--- src/rtl/bus_peripherals.sv ---
// Memory-mapped peripheral block: a GPIO output port, a synchronised push-button,
// a free-running 32-bit timer with a sticky wrap flag, and an 8N1 UART transmitter.
// One access is taken per rising edge of bus_enable; data_ready acknowledges it.
module bus_peripherals #(
  parameter logic [15:0] BASE    = 16'h8000,
  parameter int          DIVISOR = 104
) (
  input  logic        raw_clk,
  input  logic        reset_n,
  input  logic [15:0] address,
  input  logic [31:0] data_in,
  input  logic [3:0]  write_mask,
  input  logic        bus_enable,
  input  logic        write_enable,
  output logic [31:0] data_out,
  output logic        data_ready,
  output logic [3:0]  ioport,
  input  logic        button_0,
  output logic        uart_tx_0
);

  localparam int             CNT_W    = (DIVISOR > 1) ? $clog2(DIVISOR) : 1;
  localparam logic [CNT_W-1:0] CNT_LAST = CNT_W'(DIVISOR - 1);

  localparam logic [5:0] R_IOPORT  = 6'd0;
  localparam logic [5:0] R_BUTTON  = 6'd1;
  localparam logic [5:0] R_TIMER   = 6'd2;
  localparam logic [5:0] R_CTRL    = 6'd3;
  localparam logic [5:0] R_UART_TX = 6'd4;
  localparam logic [5:0] R_STATUS  = 6'd5;

  localparam logic [1:0] S_IDLE  = 2'd0;
  localparam logic [1:0] S_START = 2'd1;
  localparam logic [1:0] S_DATA  = 2'd2;
  localparam logic [1:0] S_STOP  = 2'd3;

  // Bus front end
  logic        bus_en_q, seen_low_q, acc_q, data_ready_q;
  logic        acc_start, hit, wr_hit, rd_hit;
  logic [5:0]  reg_idx;
  logic [3:0]  lane_we;
  logic        unused_addr_lsb;

  // Peripheral state
  logic        btn_s1_q, btn_s2_q;
  logic [3:0]  ioport_q, ioport_d;
  logic [31:0] timer_q, timer_d, timer_inc;
  logic        enable_q, enable_d, wrap_q, wrap_d, wrap_set, ctrl_wr;
  logic        dropped_q, dropped_d;
  logic [31:0] data_out_q, data_out_d, rd_data;

  // UART transmitter
  logic [1:0]       state_q, state_d;
  logic [CNT_W-1:0] cnt_q, cnt_d;
  logic [2:0]       bit_q, bit_d;
  logic [7:0]       shift_q, shift_d;
  logic             tx_q, tx_d;
  logic             busy, bit_end, tx_wr, tx_accept, tx_drop, status_rd;

  // An access starts only on a low-to-high bus_enable seen after at least one low sample,
  // so a request already pending when reset lifts is ignored.
  assign acc_start = bus_enable & ~bus_en_q & seen_low_q;
  assign hit       = (address[15:8] == BASE[15:8]);
  assign wr_hit    = acc_start & write_enable & hit;
  assign rd_hit    = acc_start & ~write_enable & hit;
  assign reg_idx   = address[7:2];
  assign lane_we   = ~write_mask;
  assign unused_addr_lsb = ^address[1:0];

  assign busy      = (state_q != S_IDLE);
  assign bit_end   = (cnt_q == CNT_LAST);
  assign tx_wr     = wr_hit & (reg_idx == R_UART_TX) & lane_we[0];
  assign tx_accept = tx_wr & ~busy;
  assign tx_drop   = tx_wr & busy;
  assign status_rd = rd_hit & (reg_idx == R_STATUS);
  assign ctrl_wr   = wr_hit & (reg_idx == R_CTRL) & lane_we[0];
  assign wrap_set  = enable_q & (timer_q == 32'hFFFF_FFFF);

  // Edge detection and the data_ready handshake
  always_ff @(posedge raw_clk or negedge reset_n) begin
    if (!reset_n) begin
      bus_en_q     <= 1'b0;
      seen_low_q   <= 1'b0;
      acc_q        <= 1'b0;
      data_ready_q <= 1'b0;
    end else begin
      bus_en_q     <= bus_enable;
      seen_low_q   <= seen_low_q | ~bus_enable;
      acc_q        <= bus_enable & (acc_q | acc_start);
      data_ready_q <= bus_enable & acc_q;
    end
  end

  // Two-flop synchroniser for the asynchronous button
  always_ff @(posedge raw_clk or negedge reset_n) begin
    if (!reset_n) begin
      btn_s1_q <= 1'b0;
      btn_s2_q <= 1'b0;
    end else begin
      btn_s1_q <= button_0;
      btn_s2_q <= btn_s1_q;
    end
  end

  // Next-state for IOPORT, TIMER, TIMER_CTRL and the dropped flag; written lanes beat the increment,
  // and a wrap beats a simultaneous write-1-to-clear
  always_comb begin
    ioport_d  = ioport_q;
    if (wr_hit && (reg_idx == R_IOPORT) && lane_we[0]) ioport_d = data_in[3:0];
    timer_inc = enable_q ? timer_q + 32'd1 : timer_q;
    timer_d   = timer_inc;
    if (wr_hit && (reg_idx == R_TIMER)) begin
      for (int i = 0; i < 4; i++) begin
        if (lane_we[i]) timer_d[8*i +: 8] = data_in[8*i +: 8];
      end
    end
    enable_d  = ctrl_wr ? data_in[0] : enable_q;
    wrap_d    = wrap_set | (wrap_q & ~(ctrl_wr & data_in[1]));
    dropped_d = tx_drop | (dropped_q & ~status_rd);
  end

  // Register file state
  always_ff @(posedge raw_clk or negedge reset_n) begin
    if (!reset_n) begin
      ioport_q  <= 4'd0;
      timer_q   <= 32'd0;
      enable_q  <= 1'b0;
      wrap_q    <= 1'b0;
      dropped_q <= 1'b0;
    end else begin
      ioport_q  <= ioport_d;
      timer_q   <= timer_d;
      enable_q  <= enable_d;
      wrap_q    <= wrap_d;
      dropped_q <= dropped_d;
    end
  end

  // UART frame sequencing: START, eight data bits LSB first, STOP, each DIVISOR cycles
  always_comb begin
    state_d = state_q;
    cnt_d   = cnt_q;
    bit_d   = bit_q;
    shift_d = shift_q;
    tx_d    = tx_q;
    case (state_q)
      S_IDLE: begin
        if (tx_accept) begin
          state_d = S_START;
          cnt_d   = '0;
          shift_d = data_in[7:0];
          tx_d    = 1'b0;
        end
      end
      S_START: begin
        if (bit_end) begin
          state_d = S_DATA;
          cnt_d   = '0;
          bit_d   = 3'd0;
          tx_d    = shift_q[0];
        end else begin
          cnt_d = cnt_q + CNT_W'(1);
        end
      end
      S_DATA: begin
        if (bit_end) begin
          cnt_d = '0;
          if (bit_q == 3'd7) begin
            state_d = S_STOP;
            tx_d    = 1'b1;
          end else begin
            bit_d   = bit_q + 3'd1;
            shift_d = {1'b0, shift_q[7:1]};
            tx_d    = shift_q[1];
          end
        end else begin
          cnt_d = cnt_q + CNT_W'(1);
        end
      end
      default: begin
        if (bit_end) begin
          state_d = S_IDLE;
          cnt_d   = '0;
          tx_d    = 1'b1;
        end else begin
          cnt_d = cnt_q + CNT_W'(1);
        end
      end
    endcase
  end

  // UART state registers; reset forces the line idle-high and abandons any frame
  always_ff @(posedge raw_clk or negedge reset_n) begin
    if (!reset_n) begin
      state_q <= S_IDLE;
      cnt_q   <= '0;
      bit_q   <= 3'd0;
      shift_q <= 8'd0;
      tx_q    <= 1'b1;
    end else begin
      state_q <= state_d;
      cnt_q   <= cnt_d;
      bit_q   <= bit_d;
      shift_q <= shift_d;
      tx_q    <= tx_d;
    end
  end

  // Read mux; anything not listed reads as zero
  always_comb begin
    rd_data = 32'd0;
    case (reg_idx)
      R_IOPORT: rd_data = {28'd0, ioport_q};
      R_BUTTON: rd_data = {31'd0, btn_s2_q};
      R_TIMER:  rd_data = timer_q;
      R_CTRL:   rd_data = {30'd0, wrap_q, enable_q};
      R_STATUS: rd_data = {30'd0, dropped_q | tx_drop, busy};
      default:  rd_data = 32'd0;
    endcase
    data_out_d = rd_hit ? rd_data : data_out_q;
  end

  // Read data holds until the next read hit
  always_ff @(posedge raw_clk or negedge reset_n) begin
    if (!reset_n) data_out_q <= 32'd0;
    else          data_out_q <= data_out_d;
  end

  assign data_out   = data_out_q;
  assign data_ready = data_ready_q;
  assign ioport     = ioport_q;
  assign uart_tx_0  = tx_q;

endmodule

--- config.mk ---
export PLATFORM = sky130hd
export DESIGN_NAME = bus_peripherals
export DESIGN_NICKNAME = d
export VERILOG_FILES = /design/src/rtl/bus_peripherals.sv
export SDC_FILE = /design/constraint.sdc
export NUM_CORES = 1
export LEC_CHECK = 0
export BUFFER_PORTS_ARGS = -buffer_cell sky130_fd_sc_hd__buf_4
export CORE_MARGIN = 3
export CORE_UTILIZATION = 35
export CTS_CLUSTER_DIAMETER = 30
export CTS_CLUSTER_SIZE = 14
export DETAILED_ROUTE_END_ITERATION = 6
export HOLD_SLACK_MARGIN = 0.06
export PLACE_DENSITY_LB_ADDON = 0.3
export SETUP_SLACK_MARGIN = 0.05
export SYNTH_ARGS = -nofsm -noshare
export SYNTH_HDL_FRONTEND = slang
export SYNTH_SLANG_ARGS = --single-unit
--- constraint.sdc ---
create_clock -name raw_clk -period 3 [get_ports raw_clk]
set_clock_uncertainty 0.15 [all_clocks]
set_input_delay 0.6 -clock raw_clk [delete_from_list [all_inputs] [get_ports raw_clk]]
set_output_delay 0.6 -clock raw_clk [all_outputs]
set_load 0.005 [all_outputs]
# --- Word-level counts from Yosys, hierarchy flattened ---
# Index checks and enable logic that the tools add are counted.
op_classes:
  muxes: 30
  n_reduce_logical: 13
  add_sub_neg: 3
  eq_ne: 16
  n_bitwise: 31
op_table:
  columns: ["op", "n"]
  rows:
  - ["case mux 32 bit (5 select lines)", 1]
  - ["two-way mux 32 bit", 2]
  - ["two-way mux 8 bit", 7]
  - ["adder 32 x 1 -> 32 bit, second input constant", 1]
  - ["equality test 32 bit, second input constant", 1]
  - ["two-way mux 7 bit", 3]
  - ["AND 1 bit", 19]
  - ["case mux 8 bit (2 select lines)", 1]
  - ["equality test 6 x 2 -> 1 bit, second input constant", 2]
  - ["equality test 6 x 3 -> 1 bit, second input constant", 2]
  - ["AND reduction 4 bit", 3]
  - ["two-way mux 2 bit", 5]
  - ["inequality test 2 bit, second input constant", 5]
  - ["two-way mux 3 bit", 3]
  - ["equality test 8 bit, second input constant", 1]
  - ["nonzero test 2 bit", 4]
  - ["adder 7 x 1 -> 7 bit, second input constant", 1]
  - ["equality test 7 bit, second input constant", 1]
  - ["equality test 6 x 1 -> 1 bit, second input constant", 1]
  - ["zero test 6 bit", 1]
  - ["NOT 1 bit", 6]
  - ["case mux 2 bit (3 select lines)", 1]
  - ["case mux 3 bit (2 select lines)", 1]
  - ["two-way mux 1 bit", 5]
  - ["other kinds (10)", 16]
totals:
  in_bits: 57
  output_inout_bits: 38
  word_cells: 110
  ff_bits: 98

# --- Depth between registers and ports, before layout ---
# Gate-level depths: netlist of the first run.
depth:
  ltp_word: 11
  mapped_depth: 7
  depth_no_buf: 6

# --- Worst setup path after synthesis of the first run ---
# Ideal clock, no wire load.
synth_path:
  path_type: "input to register"
  start: "input port address[13]"
  end: "register shift_q[0]"
  path_stages: 6
  arrival_ns: 2.224
  n_path_buf: 1
  required_time_ns: 2.725
  path_slack_ns: 0.501
  cell_sequence: "nor4b_1 > and4b_1 > clkbuf_1 > nand2_1 > a21oi_2 > mux2_2"
synth_via:
  elab_chain_len: 7
synth_lines:
  columns: ["item", "line", "rtl"]
  rows:
  - ["from (decl)", "10", "input logic [15:0] address,"]
  - ["equality test 8 bit", "63", "assign hit = (address[15:8] == BASE[15:8]);"]
  - ["AND 1 bit", "64", "assign wr_hit = acc_start & write_enable & hit;"]
  - ["AND 1 bit (2 in a row)", "72", "assign tx_wr = wr_hit & (reg_idx == R_UART_TX) & lane_we[0];"]
  - ["AND 1 bit", "73", "assign tx_accept = tx_wr & ~busy;"]
  - ["inequality test 2 bit (no line)", null, null]
  - ["AND reduction 4 bit (no line)", null, null]
  - ["to (signal assigned)", "204", "shift_q <= shift_d;"]
  - ["to (decl)", "56", "logic [7:0] shift_q, shift_d;"]
# No other way between the ends.
# A chain may end at the register's enable or synchronous reset.

# --- Final worst setup path of the first run ---
layout_path:
  start: "register bit_q[0]"
  end: "register shift_q[3]"
layout_via:
  elab_chain_len: 3
layout_lines:
  columns: ["item", "line", "rtl"]
  rows:
  - ["from (decl)", "55", "logic [2:0] bit_q, bit_d;"]
  - ["from (signal assigned)", "203", "bit_q <= bit_d;"]
  - ["equality test 3 bit", "168", "if (bit_q == 3'd7) begin"]
  - ["inequality test 2 bit (no line)", null, null]
  - ["AND reduction 4 bit (no line)", null, null]
# No other way between the ends.

==> results of run 1 <==
worst max path at each step:
stage | start | end | slack (ns) | depth (start not counted)
floorplan | address[13] | shift_q[0] | 0.50 | 6
global placement | address[5] | timer_q[6] | 0.15 | 7
detailed placement | address[5] | timer_q[12] | 0.12 | 6
CTS | bit_q[0] | shift_q[3] | 0.39 | 6
global route | bit_q[0] | shift_q[3] | 0.25 | 6
finish | bit_q[0] | shift_q[3] | 0.38 | 6
final cells by class:
type                            count  area, sq um  share of cell area [%]
Timing Repair Buffer              107          806                    13.1
Tap cell                          176          220                    3.58
Sequential cell                    98         2450                    39.9
Clock buffer                       11          243                    3.95
Multi-Input combinational cell    378         2340                    38.0
Inverter                            7         26.3                   0.428
Clock inverter                      5         61.3                   0.998
registers in the layout, indices dropped and copies added, names as in the netlist:
name        cells
btn_s1_q        1
enable_q        1
ioport          4
acc_q           1
bus_en_q        1
wrap_q          1
bit_q           3
timer_q        32
data_out       32
seen_low_q      1
cnt_q           7
data_ready      1
dropped_q       1
shift_q         8
state_q         2
uart_tx_0       1
btn_s2_q        1
cell usage after synthesis, types with 4 or more instances:
library cell,instances,share of area [%]
nor4_1,7,0.89
o21ai_0,38,3.8
clkbuf_1,25,1.9
nor3_1,9,0.91
xnor2_1,17,3.0
and3_1,6,0.76
xor2_1,17,3.0
nand4_1,9,1.1
inv_1,7,0.53
mux2i_1,5,1.0
nand2_1,89,6.8
a21oi_1,32,3.2
dfrtp_1,97,49
a22o_1,4,0.71
nor2_1,35,2.7
ha_1,8,2.0
or3_1,4,0.51
nand3_1,25,2.5
mux2_2,25,5.7
buf_2,4,0.40
stage by stage:
step,instances,power (mW)
3_3_place_gp,765,2.22
4_1_cts,782,3.46
2_1_floorplan,514,2.02
5_1_grt,782,3.61
6_report,782,3.42
3_5_place_dp,765,2.26
what timing repair did:
action | CTS | global route
hold buffers | 1 | 0
endpoints found under the hold margin | 1 | 0
setup buffers | 0 | 0
endpoints found under the setup margin | 0 | 0
cells by family (layout without fill, tap and decap cells):
| kind of cell | count (synthesis) | after routing | synth area share (%) |
|---|---|---|---|
| xor+xnor | 34 | 34 | 6.02 |
| fa+ha+maj | 8 | 8 | 2.02 |
| flops | 98 | 98 | 49.6 |
| buf+inv | 38 | 130 | 3.14 |
| simple gates | 209 | 209 | 20.8 |
| compound gates | 96 | 96 | 11.2 |
| mux | 31 | 31 | 7.16 |
layer usage:
| layer | track usage, % | vias to the layer above |
|---|---|---|
| li1 | - | 1987 |
| met1 | 20.9 | 1937 |
| met2 | 26.4 | 93 |
| met3 | 3.60 | 14 |
| met4 | 5.36 | 0 |
| met5 | 0 | - |
power by group through the flow:
stage	Combinational [mW]	Sequential, mW	Clock, mW
2_1_floorplan	0.462	1.55	0
3_3_place_gp	0.635	1.59	0
3_5_place_dp	0.665	1.59	0
4_1_cts	0.665	1.57	1.23
5_1_grt	0.734	1.59	1.28
6_report	0.656	1.57	1.19
==> impl_metrics.py, run 1 <==
metrics = {
    "setup_path": {
        "critPathSlowestCell": "nor4_1",
        "path_buf_inv": 0,
        "crit_path_end_kind": "flop",
        "critPathLaunchType": "flop",
        "crit_family": "multiplexers",
        "worstPathMaxFanout": 8,
        "reg2reg_to": "shift_q[3]",
        "r2r-start": "bit_q[0]",
        "crit_path_max_incr_delay_ns": 0.52,
        "cp_common_cell": "ha_1",
        "cp_data_required_time_ns": 3.09,
        "r2r_slack_ns": 0.38,
        "r2r_cells": 6,
        "critPathKind": "flop to flop",
        "critical_path_arrival_ns": 2.72,
        "path_cells": "ha_1 > ha_1 > nor4_1 > mux2i_1 > a21oi_2 > mux2_2",
    },
    "global_route": {
        "grt_start_max_net_pins": 38,
        "track_usage_pct": 16.0,
        "grt_pass1_wl_microns": 20300,
        "grt_pass1_vias": 4032,
        "gr-total-overflow": 0,
        "antenna_found_initial": 0,
    },
    "detailed_routing": {
        "ant_nets": 0,
        "routed-wl-met2_microns": 5990,
        "drt_iter0_drc": 262,
        "totalWireLength_microns": 12200,
        "wl_met1_microns": 5470,
        "via_count": 4031,
        "drcViolationCount": 0,
        "firstDrtPassIters": 4,
        "wl_per_cell_microns": 15.6,
        "maxUsedRoutingLayer": "met4",
        "viasPerCell": 5.15,
        "met3_length_microns": 567,
    },
    "power_and_ir_drop": {
        "sw_frac_of_total_pct": 27.4,
        "p_sw_mw": 0.936,
        "p_seq_share_pct": 46.0,
        "internal-power_mw": 2.48,
        "ir_worst_vdd_mv": 0.376,
        "combPwrFrac_pct": 19.2,
        "pwr-share-clk_pct": 34.8,
        "power.density_nw_per_um2": 556,
        "leakagePower_nw": 2.74,
    },
    "final_layout": {
        "syn_to_final_growth_pct": 24.3,
        "fillCellCount": 1298,
        "post-route-cell-area_sq_um": 6150,
        "fin_util_pct": 45.5,
        "final_cell_mix": "106 x buf_4, 97 x dfrtp_1, 89 x nand2_1",
        "layout_commonest_cell": "buf_4",
        "n_antenna_cell": 0,
        "drive_above_1_share_pct": 25.7,
        "fin_nets": 666,
    },
    "yosys": {
        "synth_ff_type": "dfrtp_1",
        "synthArstFlopShare_pct": 100,
        "synth_edf_count": 0,
        "synth.yosys.seq_area_share_pct": 49.6,
        "post_synth.cell_area_avg_sq_um": 9.62,
        "synthCells": 514,
        "syn_area_sq_um": 4940,
        "ys_seq_elements": 98,
        "synth_cell_types": 52,
        "yosysWarnings": 0,
        "syn_nets": 579,
    },
    "clocking": {
        "htree_levels": 3,
        "cts.root.buffer_cell": "clkbuf_16",
        "cts_tree": "built",
        "clock_path_buffers": 2,
        "clkSinkCount": 98,
        "worstSkewPairLatency_ns": 0.35,
        "cts_inserted_buffers": 9,
        "post_cts_resized": 0,
        "clk_pin_slew_ns": 0.07,
    },
    "sta": {
        "finalMaxSlewViolations": 0,
        "hold_ws_ns": 0.197,
        "tightest_slew_ns": 0.565,
        "max_clock_freq_ghz": 0.381,
        "slew-limit-headroom_pct": 61.8,
        "post-route-period-util_pct": 87.5,
        "rsz0062_at_grt": "false",
        "hold_violations": 0,
        "fin_ws_ns": 0.375,
        "setup_viol": 0,
        "layout_min_cycle_time_ns": 2.62,
        "tns_ns": 0,
    },
    "placed_design": {
        "place_area_sq_um": 5830,
        "dp_hpwl_microns": 9170,
        "place_congestion": 0.802,
        "pre_cts_ws_ns": 0.117,
        "portBuffers": 92,
    },
    "floorplan": {
        "dieHeight_microns": 125,
        "initial_core_util_pct": 36.6,
        "io_pins": 95,
        "dieArea_sq_um": 15600,
        "rows": 42,
        "die_x_microns": 125,
        "core_area_sq_um": 13500,
    },
    "status": {
        "outcome": "completed",
    },
    "run": {
        "max_cap_violations": 0,
    },
    "hold_path": {
        "min_path_type": "input pin to flop",
        "hp-start": "button_0",
        "hold_path_depth": 1,
        "min_to": "btn_s1_q",
    },
}
No activity file was read; power rests on OpenSTA's default activity.
==> run 2, diff against run 1 <==
CELL_PAD_IN_SITES_DETAIL_PLACEMENT = 0   (was unset)
CELL_PAD_IN_SITES_GLOBAL_PLACEMENT = 1   (was unset)
==> run 2 against run 1 <==
Against the previous run: first-iteration DRC count decreased by 24%; register-to-register slack about the same; critical path depth did not move; sequential share of layout area decreased by 0.24 points; largest cell class unchanged.
==> impl_metrics.py, run 2 (same netlist as run 1, synthesis figures left out) <==
metrics = {
    "status": {
        "outcome": "completed",
    },
    "floorplan": {
        "dieHeight_microns": 125,
        "rows": 42,
        "die_x_microns": 125,
        "dieArea_sq_um": 15600,
        "core_area_sq_um": 13500,
        "io_pins": 95,
        "initial_core_util_pct": 36.6,
    },
    "placed_design": {
        "pre_cts_ws_ns": 0.272,
        "dp.cells": 765,
        "place_area_sq_um": 5840,
        "dp_hpwl_microns": 9070,
        "place_congestion": 0.786,
        "portBuffers": 92,
    },
    "sta": {
        "hold_violations": 0,
        "fin_ws_ns": 0.377,
        "max_clock_freq_ghz": 0.381,
        "layout_min_cycle_time_ns": 2.62,
        "tightest_slew_ns": 0.646,
        "setup_viol": 0,
        "tns_ns": 0,
        "post-route-period-util_pct": 87.4,
        "rsz0062_at_grt": "false",
        "finalMaxSlewViolations": 0,
        "slew-limit-headroom_pct": 57.0,
    },
    "setup_path": {
        "cp_data_required_time_ns": 3.09,
        "critPathKind": "flop to flop",
        "r2r-start": "bit_q[0]",
        "r2r_slack_ns": 0.38,
        "startpoint": "bit_q[0]",
        "crit_path_end_kind": "flop",
        "critical_path_arrival_ns": 2.71,
        "worstPathMaxFanout": 8,
        "critPathLaunchType": "flop",
    },
    "detailed_routing": {
        "viasPerCell": 5.12,
        "ant_nets": 0,
        "via_count": 3995,
        "wl_per_cell_microns": 15.7,
        "firstDrtPassIters": 4,
        "drt_iter0_drc": 199,
        "totalWireLength_microns": 12300,
        "drcViolationCount": 0,
    },
    "run": {
        "max_cap_violations": 0,
    },
    "final_layout": {
        "syn_to_final_growth_pct": 25.1,
        "final_cell_mix": "105 x buf_4, 97 x dfrtp_1, 89 x nand2_1",
        "fin_nets": 665,
        "multi_input_area_sq_um": 2340,
        "finalNonFillerCells": 781,
        "layout_commonest_cell": "buf_4",
        "post-route-cell-area_sq_um": 6180,
        "drive_above_1_share_pct": 25.8,
        "fillCellCount": 1299,
        "seqCellArea_sq_um": 2450,
        "n_antenna_cell": 0,
    },
    "clocking": {
        "post_cts_resized": 0,
        "htree_levels": 3,
        "cts.root.buffer_cell": "clkbuf_16",
        "cts_tree": "built",
        "worstSkewPairLatency_ns": 0.35,
        "ctsHoldBuffers": 0,
        "clk_pin_slew_ns": 0.07,
        "clkSinkCount": 98,
        "clock_path_buffers": 2,
        "cts_inserted_buffers": 9,
        "postCtsSetupBuffers": 0,
    },
    "global_route": {
        "grt_pass1_wl_microns": 20500,
        "antenna_found_initial": 0,
        "track_usage_pct": 16.2,
        "grt_start_max_net_pins": 55,
        "grt_pass1_vias": 4050,
        "gr-total-overflow": 0,
    },
    "power_and_ir_drop": {
        "ir_worst_vdd_mv": 0.440,
        "power.density_nw_per_um2": 570,
        "p_total_mw": 3.53,
        "leakagePower_nw": 2.76,
    },
    "hold_path": {
        "min_path_type": "input pin to async pin",
    },
}
-- run 2: cell count changes in the layout (fill, tap and decap cells not counted), sizes merged --
cell         before  now
inv               9    8
dlygate4sd3       1    0
bufinv            1    2
clkbuf           11   13
clkinv            2    0
-- run 2: cell type report --
type	instances	area share [%]
clock buffer	13	4.37
clock inverter	3	1.11
timing repair buffer	106	13.1
inverter	7	0.425
multi-input combinational	378	37.8
tap	176	3.56
sequential	98	39.7
-- run 2: worst max-delay path, cell delays in order (launching register included) --
cell and delay [ns]:
dfrtp_1 0.42, ha_1 0.22, ha_1 0.28, nor4_1 0.49, mux2i_1 0.20, a21oi_2 0.36
mux2_2 0.38
-- run 2: worst paths after layout --
| kind | to | cells after the start |
|---|---|---|
| worst max-delay path | shift_q[5] | 6 |
| worst max register to register | shift_q[5] | 6 |
| max in group asynchronous | uart_tx_0 | 2 |
| worst min-delay path | data_out[27] | 1 |
| min in group raw_clk | btn_s1_q | 1 |
| worst min register to register | btn_s2_q | 0 |
-- run 2: metal layers --
| metal | part of all wire (%) | wire length, microns | GRT usage, % |
|---|---|---|---|
| met5 | 0 | 0 | 0 |
| met1 | 47 | 5760 | 22.0 |
| met4 | 2.0 | 245 | 6.44 |
| met2 | 47 | 5730 | 25.5 |
| met3 | 4.3 | 522 | 3.22 |
-- run 2: where the power goes --
part / internal [mW] / switching (mW) / leakage (nW)
registers: 1.46 / 0.112 / 1.17
clock network: 0.803 / 0.504 / 0.166
logic: 0.339 / 0.309 / 1.42
total: 2.60 / 0.925 / 2.76
-- run 2: through the flow --
step	util (%)	hold slack (ns)
global placement	43.3	0.214
global route	45.8	0.158
detailed placement	43.3	0.219
floorplan	-	0.154
finish	45.8	0.113
CTS	45.8	0.129
